==> config.mk <==
export PLATFORM = sky130hd
export DESIGN_NAME = rr_enq_arbiter
export DESIGN_NICKNAME = d
export VERILOG_FILES = /design/src/rtl/rr_enq_arbiter.sv
export SDC_FILE = /design/constraint.sdc
export NUM_CORES = 1
export LEC_CHECK = 0
export BUFFER_PORTS_ARGS = -buffer_cell sky130_fd_sc_hd__buf_2
export CAP_MARGIN = 5
export CORE_MARGIN = 2
export CORE_UTILIZATION = 40
export DETAILED_ROUTE_END_ITERATION = 8
export PLACE_DENSITY = 0.82
export SKIP_CTS_REPAIR_TIMING = 1
export SYNTH_ARGS = -nofsm -noshare
export SYNTH_HDL_FRONTEND = slang
export SYNTH_SLANG_ARGS = --single-unit
==> constraint.sdc <==
create_clock -name clk -period 2.4 [get_ports clk]
set_input_delay 0 -clock clk [delete_from_list [all_inputs] [get_ports clk]]
set_output_delay 0 -clock clk [all_outputs]
set_load 0.005 [all_outputs]
==> src/rtl/rr_enq_arbiter.sv <==
// rr_enq_arbiter: round-robin N:1 arbiter feeding a registered valid/ready output stage.
// Define RR_ENQ_ARBITER_ARB_LOCK_EN to add in_last and hold the grant until end of packet.
module rr_enq_arbiter #(
  parameter int DATA_SIZE = 10,
  parameter int NUM_PORTS = 4,
  localparam int IW = $clog2(NUM_PORTS)
) (
  input  logic                           clk,
  input  logic                           rst_n,
  input  logic [NUM_PORTS*DATA_SIZE-1:0] in_data,
  input  logic [NUM_PORTS-1:0]           in_valid,
  output logic [NUM_PORTS-1:0]           in_ready,
  output logic [DATA_SIZE-1:0]           out_data,
  output logic                           out_valid,
  input  logic                           out_ready,
  output logic [IW-1:0]                  out_id,
  input  logic                           flush
`ifdef RR_ENQ_ARBITER_ARB_LOCK_EN
  ,
  input  logic [NUM_PORTS-1:0]           in_last
`endif
);
  logic                 out_valid_q, out_valid_d, lock_q, lock_d;
  logic [DATA_SIZE-1:0] out_data_q, out_data_d, beat;
  logic [IW-1:0]        out_id_q, out_id_d, ptr_q, ptr_d, lock_id_q, lock_id_d, win, nxt;
  logic [NUM_PORTS-1:0] cand;
  logic [IW:0]          idx;
  logic                 any, gnt, hold_lock;
  // Cyclic search from ptr; a held lock narrows the candidates to the locked port.
  always_comb begin
    cand = lock_q ? in_valid & (NUM_PORTS'(1) << lock_id_q) : in_valid;
    win = '0;
    any = 1'b0;
    idx = '0;
    for (int j = 0; j < NUM_PORTS; j++) begin
      idx = {1'b0, ptr_q} + (IW+1)'(j);
      idx = idx >= (IW+1)'(NUM_PORTS) ? idx - (IW+1)'(NUM_PORTS) : idx;
      if (!any && cand[idx[IW-1:0]]) begin
        any = 1'b1;
        win = idx[IW-1:0];
      end
    end
  end
  always_comb begin
    beat = '0;
    for (int j = 0; j < NUM_PORTS; j++)
      if (win == IW'(j)) beat = in_data[j*DATA_SIZE +: DATA_SIZE];
  end
`ifdef RR_ENQ_ARBITER_ARB_LOCK_EN
  assign hold_lock = !in_last[win];
`else
  assign hold_lock = 1'b0;
`endif
  assign gnt      = any && (!out_valid_q || out_ready) && !flush && rst_n;
  assign in_ready = gnt ? NUM_PORTS'(1) << win : '0;
  assign nxt      = (win == IW'(NUM_PORTS - 1)) ? '0 : win + 1'b1;
  always_comb begin
    out_valid_d = !flush && (gnt || (out_valid_q && !out_ready));
    out_data_d  = gnt ? beat : out_data_q;
    out_id_d    = gnt ? win : out_id_q;
    ptr_d       = flush ? '0 : (gnt && !hold_lock) ? nxt : ptr_q;
    lock_d      = !flush && (gnt ? hold_lock : lock_q);
    lock_id_d   = gnt ? win : lock_id_q;
  end
  always_ff @(posedge clk or negedge rst_n) begin
    if (!rst_n) begin
      out_valid_q <= 1'b0;
      out_data_q  <= '0;
      out_id_q    <= '0;
      ptr_q       <= '0;
      lock_q      <= 1'b0;
      lock_id_q   <= '0;
    end else begin
      out_valid_q <= out_valid_d;
      out_data_q  <= out_data_d;
      out_id_q    <= out_id_d;
      ptr_q       <= ptr_d;
      lock_q      <= lock_d;
      lock_id_q   <= lock_id_d;
    end
  end
  assign out_valid = out_valid_q;
  assign out_data  = out_data_q;
  assign out_id    = out_id_q;
endmodule
; Word-level counts from Yosys, hierarchy flattened
; Cells that the tools add are included.
[classes]
n_addsub = 8
n_lt_le_gt_ge = 8
n_eq_ne = 3
shifts = 2
n_mux = 30
bitwise_logic = 1
n_reduce_logical = 19
[ops]
columns = operator, count
row1 = $mux 10, 4
row2 = $mux 2, 11
row3 = $lt 2x3->1 const B, 4
row4 = $ge 3x3->1 const B, 3
row5 = $logic_and 1x1->1, 9
row6 = $mux 1, 9
row7 = $bmux 1 s2, 4
row8 = $mux 4, 2
row9 = $shl 1x2->4 const A, 2
row10 = $sub 2x1->2 const B, 4
row11 = $add 2x2->3 const B, 2
row12 = $logic_not 1->1, 6
row13 = $and 4x4->4, 1
row14 = $eq 2x2->1 const B, 2
row15 = $add 2x1->3 const B, 1
row16 = $ge 2x3->1 const B, 1
row17 = $add 2x1->2 const B, 1
row18 = $eq 2x1->1 const B, 1
row19 = $logic_not 2->1, 1
row20 = $logic_or 1x1->1, 2
row21 = $reduce_bool 2->1, 1
[totals]
regBits = 16
in_bits = 48
output_inout_bits = 17
word_cells = 76

; Longest topological paths before layout
; Gate-level depths: netlist of run 1.
[depth]
word_depth = 20
ltp_mapped = 12

; Worst setup path before layout of run 1
; Ideal clock, no wire load.
[synth_path]
path_type = reg2reg
from = register, netlist name out_id[1]
to = register out_data_q[1], in the netlist out_data[1]
setup_time_ps = 77
arrival_time_ps = 2379
t_required_ps = 2323
setup_slack_ps = -57
stages_incl_launch_ff = 13
n_path_buf = 1
path_cell_list = dfrtp_1 -> and2b_1 -> o21ai_4 -> a21boi_0 -> o21a_1 -> or2_2 -> ha_1 -> nor2b_1 -> clkbuf_1 -> a221oi_1 -> nor3_1 -> a21oi_1 -> a21oi_1
[synth_rtl]
columns = item, line
row1 = end signal: assignment, 75  ; out_data_q <= out_data_d;
row2 = end: declaration, 24  ; logic [DATA_SIZE-1:0] out_data_q, out_data_d, beat;

==> results of run 1 <==
==> power by group through the flow <==
stage / clock network (W) / logic [W] / registers [W]
2_1_floorplan: 0 / 0.000252 / 0.000367
3_3_place_gp: 0 / 0.000438 / 0.000362
3_5_place_dp: 0 / 0.000448 / 0.000361
4_1_cts: 0.000183 / 0.000448 / 0.000359
5_1_grt: 0.000197 / 0.000622 / 0.000368
6_report: 0.000184 / 0.000573 / 0.000362
==> sequential cells by signal, summed over array words and instances (netlist names) <==
name       cells
out_id         2
lock_q         1
ptr_q          2
out_valid      1
out_data      10
==> per-layer routing <==
layer  up-vias  part of all wire (%)
li1        671                     -
met1       658                    36
met2        93                    53
met3        14                   7.5
met4         0                   3.2
met5         -                     0
==> layout make-up <==
type | count | area (um2) | share of cell area [%]
Multi-Input combinational cell | 106 | 871 | 44.3
Clock buffer | 4 | 36.3 | 1.85
Sequential cell | 16 | 400 | 20.4
Timing Repair Buffer | 93 | 596 | 30.3
Tap cell | 31 | 38.8 | 1.97
Inverter | 6 | 22.5 | 1.15
==> through the flow <==
| stage | setup TNS, ps | power [W] | hold slack (ps) | instance area (um2) |
|---|---|---|---|---|
| floorplan | 0 | 0.000619 | -296 | 1230 |
| global placement | -3770 | 0.000800 | -63.9 | 1690 |
| detailed placement | -4760 | 0.000809 | -60.5 | 1690 |
| CTS | -5250 | 0.000990 | -376 | 1720 |
| global route | -1600 | 0.00119 | 2.95 | 1960 |
| finish | -227 | 0.00112 | -5.76 | 1960 |
==> cell usage in the layout, fill, tap and decap left out, types with 4 or more instances in the layout <==
cell / instances
buf_2: 64
a21oi_1: 24
buf_4: 21
dfrtp_1: 16
nor2_1: 12
nor2b_1: 9
nor3_1: 6
and2_1: 5
inv_1: 5
a221oi_2: 5
nor3_2: 4
a221oi_4: 4
==> how the worst max path moves through the flow <==
stage | cells after the start | endpoint
6_report | 12 | out_data[4]
5_1_grt | 12 | out_data[4]
4_1_cts | 11 | out_data[2]
3_5_place_dp | 11 | out_data[2]
3_3_place_gp | 11 | out_data[2]
2_1_floorplan | 11 | out_data[1]
==> worst max-delay path, cell delays in order, from the launching register on <==
cell and delay, ps:
dfrtp_1 440, buf_4 150, a21bo_2 220, and2_1 180, o211ai_4 270, inv_2 70
ha_2 220, nor2b_4 160, buf_12 160, a221oi_4 60, nor3_1 210, a21oi_1 80
a21oi_1 190
==> logic make-up after synthesis <==
| kind of cell | share of synthesized area, % |
|---|---|
| and+or+nand+nor | 23.4 |
| AOI/OAI and AO/OA | 30.9 |
| DFF | 34.5 |
| buffers and inverters | 5.93 |
| adders and majority gates | 4.32 |
| muxes | 0.971 |
==> results.json, run 1 <==
{
  "grt_pass1_wl_mm": 5.20,
  "p_sw_w": 0.000408,
  "netlist_instances": 137,
  "p_int_w": 0.000711,
  "syn-num-nets": 189,
  "cp-start-kind": "register",
  "min_path_cells": 3,
  "ys.warnings.count": 0,
  "cap_viol_max_count": 0,
  "fmax_mhz": 403,
  "ys_seq_area_share_pct": 34.5,
  "postLayoutSetupSlackWorst_ps": -81.6,
  "yosysTopAreaCellShare_pct": 34.5,
  "ant_nets": 0,
  "coreArea_um2": 2760,
  "synth_seq_cells": 16,
  "yosysMostFrequentCell": "a21oi_1",
  "place_ws_ps": -569,
  "async_flop_share_pct": 100,
  "r2r_start": "out_id[1]",
  "holdPathEnd": "out_data[1]",
  "worstHoldPathType": "in2reg",
  "met3_usage_pct": 4.91,
  "final_nets": 278,
  "rsz0062_at_grt": "yes",
  "p_sw_share_pct": 36.5,
  "period_share_pct": 103,
  "io_buffers": 64,
  "finalHoldViolCount": 1,
  "antenna_found_initial": 0,
  "critical_path_class": "reg2reg",
  "reg2reg_slack_ps": -80,
  "globalRoute.totalOverflow": 0,
  "top_usage_layer": "met2",
  "synth_cell_type_count": 36,
  "cts.sinks": 16,
  "ff2ff_path_depth": 12,
  "postSynthAreaPerCell_um2": 8.47,
  "r2r-end": "out_data[4]",
  "crit_start": "out_id[1]",
  "grt_max_degree": 22,
  "finalMaxSlewViolations": 0,
  "area_growth_pct": 69.4,
  "worstMarginPinSlew_ps": 730,
  "critPathArrivalTime_ps": 2690,
  "yosysTopAreaCell": "dfrtp_1",
  "utilization_pct": 71.2,
  "cp.required_ps": 2610,
  "insertedDiodeCount": 0,
  "clk_latency_ps": 290,
  "maxSlewHeadroom_pct": 51.2,
  "failed_checks": "hold timing, setup timing",
  "grtUsageMet2_pct": 36.5,
  "clk_pin_slew_ps": 110,
  "synth_common_cells": "26 x a21oi_1, 16 x dfrtp_1, 13 x nor2_1, 10 x nor2b_1, 10 x nor3_1",
  "synth-main-ff-cell": "dfrtp_1",
  "worstHoldStart": "in_data[31]",
  "yosys-top-cells-area": "dfrtp_1 35%, a21oi_1 11%, a221oi_1 6.8%",
  "critPathMaxFanout": 8,
  "synth_area_um2": 1160,
  "status": "finished with violations",
  "grt_pass1_vias": 1229,
  "final_cells": 256,
  "min_period_ps": 2480,
  "whs_ps": -5.76,
  "endpoint_kind": "register",
  "placementRows": 19,
  "finalSetupViolations": 7,
  "pwr-share-seq_pct": 32.3,
  "vias": 1436,
  "grt.total_usage_pct": 20.1,
  "via_per_inst": 5.61,
  "clockBufferDepth": 2,
  "root_buffer": "clkbuf_4",
  "die_w_um": 57.9,
  "dieArea_um2": 3350,
  "routedWlPerCell_um": 16.3,
  "drt-initial-drc-count": 58,
  "max-vdd-ir-drop_v": 0.000473,
  "initial_core_util_pct": 42.1,
  "p_clk_share_pct": 16.5,
  "io_pins": 65,
  "cts_tree": "yes",
  "pwr_density_cell_nw_per_um2": 570,
  "layout-drive-gt1-share_pct": 55.1,
  "gp_congestion": 0.845,
  "drc": 0,
  "hpwlAfterDp_mm": 2.67,
  "wirelength_mm": 4.18,
  "firstDrtPassIters": 4,
  "clock_skew_ps": 7.48,
  "comb_power_share_pct": 51.2,
  "cts_buffers": 3,
  "htreeDepth": 1,
  "dp.cells": 242,
  "fill_cells": 203,
  "grt_use_met1_pct": 23.2,
  "synth-edff-count": 0,
  "p_leak_nw": 0.931,
  "die_h_um": 57.9
}
(Power assumes the default switching activity.)
==> inputs of run 2 (changes only) <==
--- a/config.mk
+++ b/config.mk
@@ -7,7 +7,6 @@
 export LEC_CHECK = 0
 export BUFFER_PORTS_ARGS = -buffer_cell sky130_fd_sc_hd__buf_2
 export CAP_MARGIN = 5
-export CORE_MARGIN = 2
 export CORE_UTILIZATION = 40
 export DETAILED_ROUTE_END_ITERATION = 8
 export PLACE_DENSITY = 0.82
==> constraint.sdc (replaced) <==
create_clock -name clk -period 2.4 [get_ports clk]
set_input_delay 0 -clock clk [delete_from_list [all_inputs] [get_ports clk]]
set_output_delay 0 -clock clk [all_outputs]
set_load 0.1 [all_outputs]
==> results.json, run 2 (synthesized netlist as in run 1, its figures left out) <==
{
  "pwr-share-seq_pct": 23.2,
  "min_path_cells": 3,
  "reg2reg_slack_ps": -180,
  "cp.required_ps": 2640,
  "critPathMaxFanout": 5,
  "insertedDiodeCount": 0,
  "finalMaxSlewViolations": 0,
  "cts_buffers": 3,
  "holdPathEnd": "out_data[9]",
  "clk_pin_slew_ps": 110,
  "worstHoldStart": "in_data[39]",
  "drt-initial-drc-count": 56,
  "period_share_pct": 107,
  "grt_pass1_vias": 1267,
  "clock_skew_ps": 8.39,
  "root_buffer": "clkbuf_4",
  "finalSetupViolations": 12,
  "status": "finished with violations",
  "critPathMaxStageDelay_ps": 530,
  "crit_slowest_cell": "dfrtp_4",
  "grt.total_usage_pct": 23.5,
  "vias": 1485,
  "initial_core_util_pct": 42.1,
  "cap_viol_max_count": 0,
  "comb_power_share_pct": 65.1,
  "crit_path_cell_trace": "buf_4 > a21bo_2 > and2_4 > o211ai_4 > inv_2 > ha_4 > nor2b_4 > buf_4 > a221oi_2 > nor3_1 > a21oi_1 > a21oi_1",
  "largest_register_ffs": 10,
  "p_clk_share_pct": 11.6,
  "place_ws_ps": -99.9,
  "cts.sinks": 16,
  "endpoint_kind": "register",
  "cp-start-kind": "register",
  "critPathArrivalTime_ps": 2820,
  "htreeDepth": 1,
  "pwr_density_cell_nw_per_um2": 746,
  "cts_tree": "yes",
  "place_area_um2": 1780,
  "worstHoldPathType": "in2reg",
  "drc": 0,
  "globalRoute.totalOverflow": 0,
  "p_sw_share_pct": 52.5,
  "grt_pass1_wl_mm": 5.73,
  "hpwlAfterDp_mm": 2.73,
  "max-vdd-ir-drop_v": 0.000967,
  "io_pins": 65,
  "failed_checks": "setup timing",
  "p_sw_w": 0.000856,
  "stdcell_area_um2": 2180,
  "finalHoldViolCount": 0,
  "placementRows": 19,
  "coreArea_um2": 2760,
  "grt_max_degree": 22,
  "min_period_ps": 2580,
  "final_common_cell": "buf_2",
  "critical_path_class": "reg2reg",
  "area_growth_pct": 88.1,
  "p_int_w": 0.000773,
  "firstDrtPassIters": 5,
  "die_h_um": 55.9,
  "dieArea_um2": 3120,
  "fill_cells": 168,
  "wirelength_mm": 4.90,
  "r2r_start": "out_id[0]",
  "r2r-end": "out_data[7]",
  "clk_latency_ps": 300,
  "worstMarginPinSlew_ps": 504,
  "final_nets": 279,
  "routedWlPerCell_um": 19.1,
  "maxSlewHeadroom_pct": 66.7,
  "path_delay_family": "compound AO/OA/AOI/OAI gates",
  "postLayoutSetupSlackWorst_ps": -179,
  "gp_congestion": 0.829,
  "via_per_inst": 5.78,
  "rsz0062_at_grt": "yes",
  "ff2ff_path_depth": 12,
  "layout-drive-gt1-share_pct": 60.2,
  "fmax_mhz": 388,
  "p_leak_nw": 0.985,
  "clockBufferDepth": 2,
  "io_buffers": 64,
  "antenna_found_initial": 0,
  "layout.cells.most_common_list": "60 x buf_2, 24 x a21oi_1, 17 x buf_4",
  "die_w_um": 55.9,
  "crit_buf_inv": 3,
  "ant_nets": 0
}
[run 2: cell count changes in the layout (fill, tap and decap cells not counted), moves of 4 or more]
cell       change
and2_4         +5
buf_2          -4
buf_4          -4
buf_12         +4
clkbuf_16      +4
and2_1         -5
[run 2: worst reg2reg max path, cell delays in order (launching register included)]
cell      delay [ps]
dfrtp_4          530
buf_4            150
a21bo_2          190
and2_4           160
o211ai_4         270
inv_2            120
ha_4             200
nor2b_4          200
buf_4            170
a221oi_2          60
nor3_1           240
a21oi_1           90
a21oi_1          150
[run 2: stage by stage]
stage	std cells	utilization, %	hold slack (ps)	power (W)	setup TNS (ps)
2_1_floorplan	137	-	-296	0.00103	-1530
3_3_place_gp	240	64.6	-31.4	0.00124	-204
3_5_place_dp	240	64.6	-18.1	0.00125	-552
4_1_cts	244	65.9	-347	0.00144	-1230
5_1_grt	257	79.1	6.83	0.00168	-2670
6_report	257	79.1	7.36	0.00163	-1410
[run 2: worst max path at each step]
stage	from	endpoint	depth (start not counted)
2_1_floorplan	out_id[1]	out_data[1]	12
3_3_place_gp	out_id[0]	out_data[2]	11
3_5_place_dp	out_id[0]	out_data[2]	10
4_1_cts	out_id[1]	in_ready[3]	8
5_1_grt	out_id[0]	out_data[5]	12
6_report	out_id[0]	out_data[7]	12
[run 2: power groups by stage]
stage	clock (W)	combinational [W]	sequential [W]
6_report	0.000189	0.00106	0.000378
5_1_grt	0.000199	0.00110	0.000385
4_1_cts	0.000188	0.000879	0.000369
3_5_place_dp	0	0.000878	0.000373
3_3_place_gp	0	0.000866	0.000373
2_1_floorplan	0	0.000289	0.000746
[run 2: routing by layer]
layer	track usage, %	share of wire (%)	vias up
li1	-	-	672
met1	27.4	37	692
met2	42.5	52	96
met3	7.91	5.9	25
met4	3.83	5.2	0
met5	0	0	-
[run 2: cell type report]
cell class	count	area [um2]	area share (%)
Multi-Input combinational cell	106	945	43.3
Timing Repair Buffer	94	732	33.5
Inverter	6	22.5	1.03
Tap cell	31	38.8	1.78
Sequential cell	16	408	18.7
Clock buffer	4	36.3	1.66
==> inputs of run 3 (changes only) <==
--- a/config.mk
+++ b/config.mk
@@ -9,7 +9,7 @@
 export CAP_MARGIN = 5
 export CORE_UTILIZATION = 40
 export DETAILED_ROUTE_END_ITERATION = 8
-export PLACE_DENSITY = 0.82
+export PLACE_DENSITY = 0.79
 export SKIP_CTS_REPAIR_TIMING = 1
 export SYNTH_ARGS = -nofsm -noshare
 export SYNTH_HDL_FRONTEND = slang
==> results.json, run 3 (synthesized netlist as in run 1, its figures left out) <==
{
  "insertedDiodeCount": 0,
  "multi_input_area_um2": 810,
  "critPathMaxStageDelay_ps": 510,
  "largest_register_ffs": 10,
  "io_pins": 65,
  "ff2ff_path_depth": 12,
  "maxSlewHeadroom_pct": 67.4,
  "cts_buffers": 3,
  "ant_nets": 0,
  "layout-drive-gt1-share_pct": 51.9,
  "cts.sinks": 16,
  "grt_pass1_wl_mm": 5.78,
  "crit_slowest_cell": "dfrtp_4",
  "finalMaxSlewViolations": 0,
  "max-vdd-ir-drop_v": 0.00101,
  "drc": 0,
  "layout.cells.most_common_list": "60 x buf_2, 25 x a21oi_1, 14 x dfrtp_1",
  "die_h_um": 55.9,
  "gp_congestion": 0.870,
  "grt.total_usage_pct": 23.5,
  "regArea_um2": 408,
  "path_delay_family": "compound AO/OA/AOI/OAI gates",
  "placementRows": 19,
  "pwr_density_cell_nw_per_um2": 779,
  "initial_core_util_pct": 42.1,
  "grt_pass1_vias": 1335,
  "htreeDepth": 1,
  "root_buffer": "clkbuf_4",
  "crit_top_cell": "a21oi_1",
  "critPathArrivalTime_ps": 2650,
  "globalRoute.totalOverflow": 0,
  "drt-initial-drc-count": 35,
  "p_leak_nw": 0.860,
  "power_w": 0.00145,
  "finalSetupViolations": 12,
  "area_growth_pct": 60.2,
  "wirelength_mm": 3.53,
  "coreArea_um2": 2760,
  "finalHoldViolCount": 0,
  "die_w_um": 55.9,
  "dieArea_um2": 3120,
  "critical_path_class": "reg2reg",
  "grt_max_degree": 22,
  "crit_buf_inv": 1,
  "clk_latency_ps": 290,
  "status": "finished with violations",
  "min_path_cells": 3,
  "via_per_inst": 5.37,
  "io_buffers": 64,
  "cap_viol_max_count": 0,
  "rsz0062_at_grt": "yes",
  "worstMarginPinSlew_ps": 492,
  "fmax_mhz": 402,
  "crit_path_cell_trace": "and2b_1 > o21ai_4 > a21boi_1 > o21a_1 > or2_4 > ha_4 > nor2b_4 > buf_12 > a221oi_2 > nor3_1 > a21oi_1 > a21oi_1",
  "worstHoldPathType": "in2reg",
  "cp.required_ps": 2560,
  "postLayoutSetupSlackWorst_ps": -85.7,
  "endpoint_kind": "register",
  "place_ws_ps": -208,
  "hpwlAfterDp_mm": 2.78,
  "final_cells": 243,
  "cts_tree": "yes",
  "period_share_pct": 104,
  "clock_skew_ps": 12.3,
  "routedWlPerCell_um": 14.5,
  "critPathMaxFanout": 9,
  "firstDrtPassIters": 4,
  "vias": 1305,
  "worst-path-stages": 12,
  "clk_pin_slew_ps": 100,
  "clockBufferDepth": 2,
  "failed_checks": "setup timing",
  "antenna_found_initial": 0,
  "min_period_ps": 2490,
  "place_area_um2": 1740,
  "fill_cells": 239,
  "final_common_cell": "buf_2",
  "final_nets": 265,
  "cp-start-kind": "register",
  "dp.cells": 235,
  "whs_ps": 1.97,
  "stdcell_area_um2": 1860
}
-- run 3: per-layer routing --
layer | up-vias | track usage, % | part of all wire, %
met4 | 0 | 3.83 | 1.2
met1 | 607 | 25.4 | 40
met5 | - | 0 | 0
li1 | 643 | - | -
met3 | 6 | 4.65 | 5.0
met2 | 49 | 47.2 | 53
-- run 3: worst min-delay path: stages --
cell and delay (ps):
buf_2 70, a21oi_1 50, a21oi_1 130
-- run 3: layout make-up --
| cell class | count | area share, % |
|---|---|---|
| Multi-Input combinational cell | 106 | 43.6 |
| Timing Repair Buffer | 80 | 29.2 |
| Sequential cell | 16 | 22.0 |
| Tap cell | 31 | 2.09 |
| Clock buffer | 4 | 1.95 |
| Inverter | 6 | 1.21 |
-- run 3: metrics by stage --
step | util (%) | TNS, ps
CTS | 64.5 | -2040
floorplan | - | -1530
global placement | 63.2 | -648
finish | 67.4 | -561
global route | 67.4 | -2140
detailed placement | 63.2 | -1340
-- run 3: report_power, final --
group          internal [W]  total, W  leakage (nW)  switching, W
Combinational      0.000264  0.000898         0.650      0.000634
Clock             0.0000923  0.000177        0.0210     0.0000850
Sequential         0.000329  0.000372         0.189     0.0000432
-- run 3: final timing paths --
path                       slack, ps           to        start
setup / recovery                 -90  out_data[5]    out_id[0]
hold / removal                     2  out_data[4]  in_data[34]
setup reg to reg                 -90  out_data[5]    out_id[0]
hold reg to reg                  540  out_data[0]  out_data[0]
max in group asynchronous       1950    out_id[1]        rst_n
min in group asynchronous        150  out_data[3]        rst_n
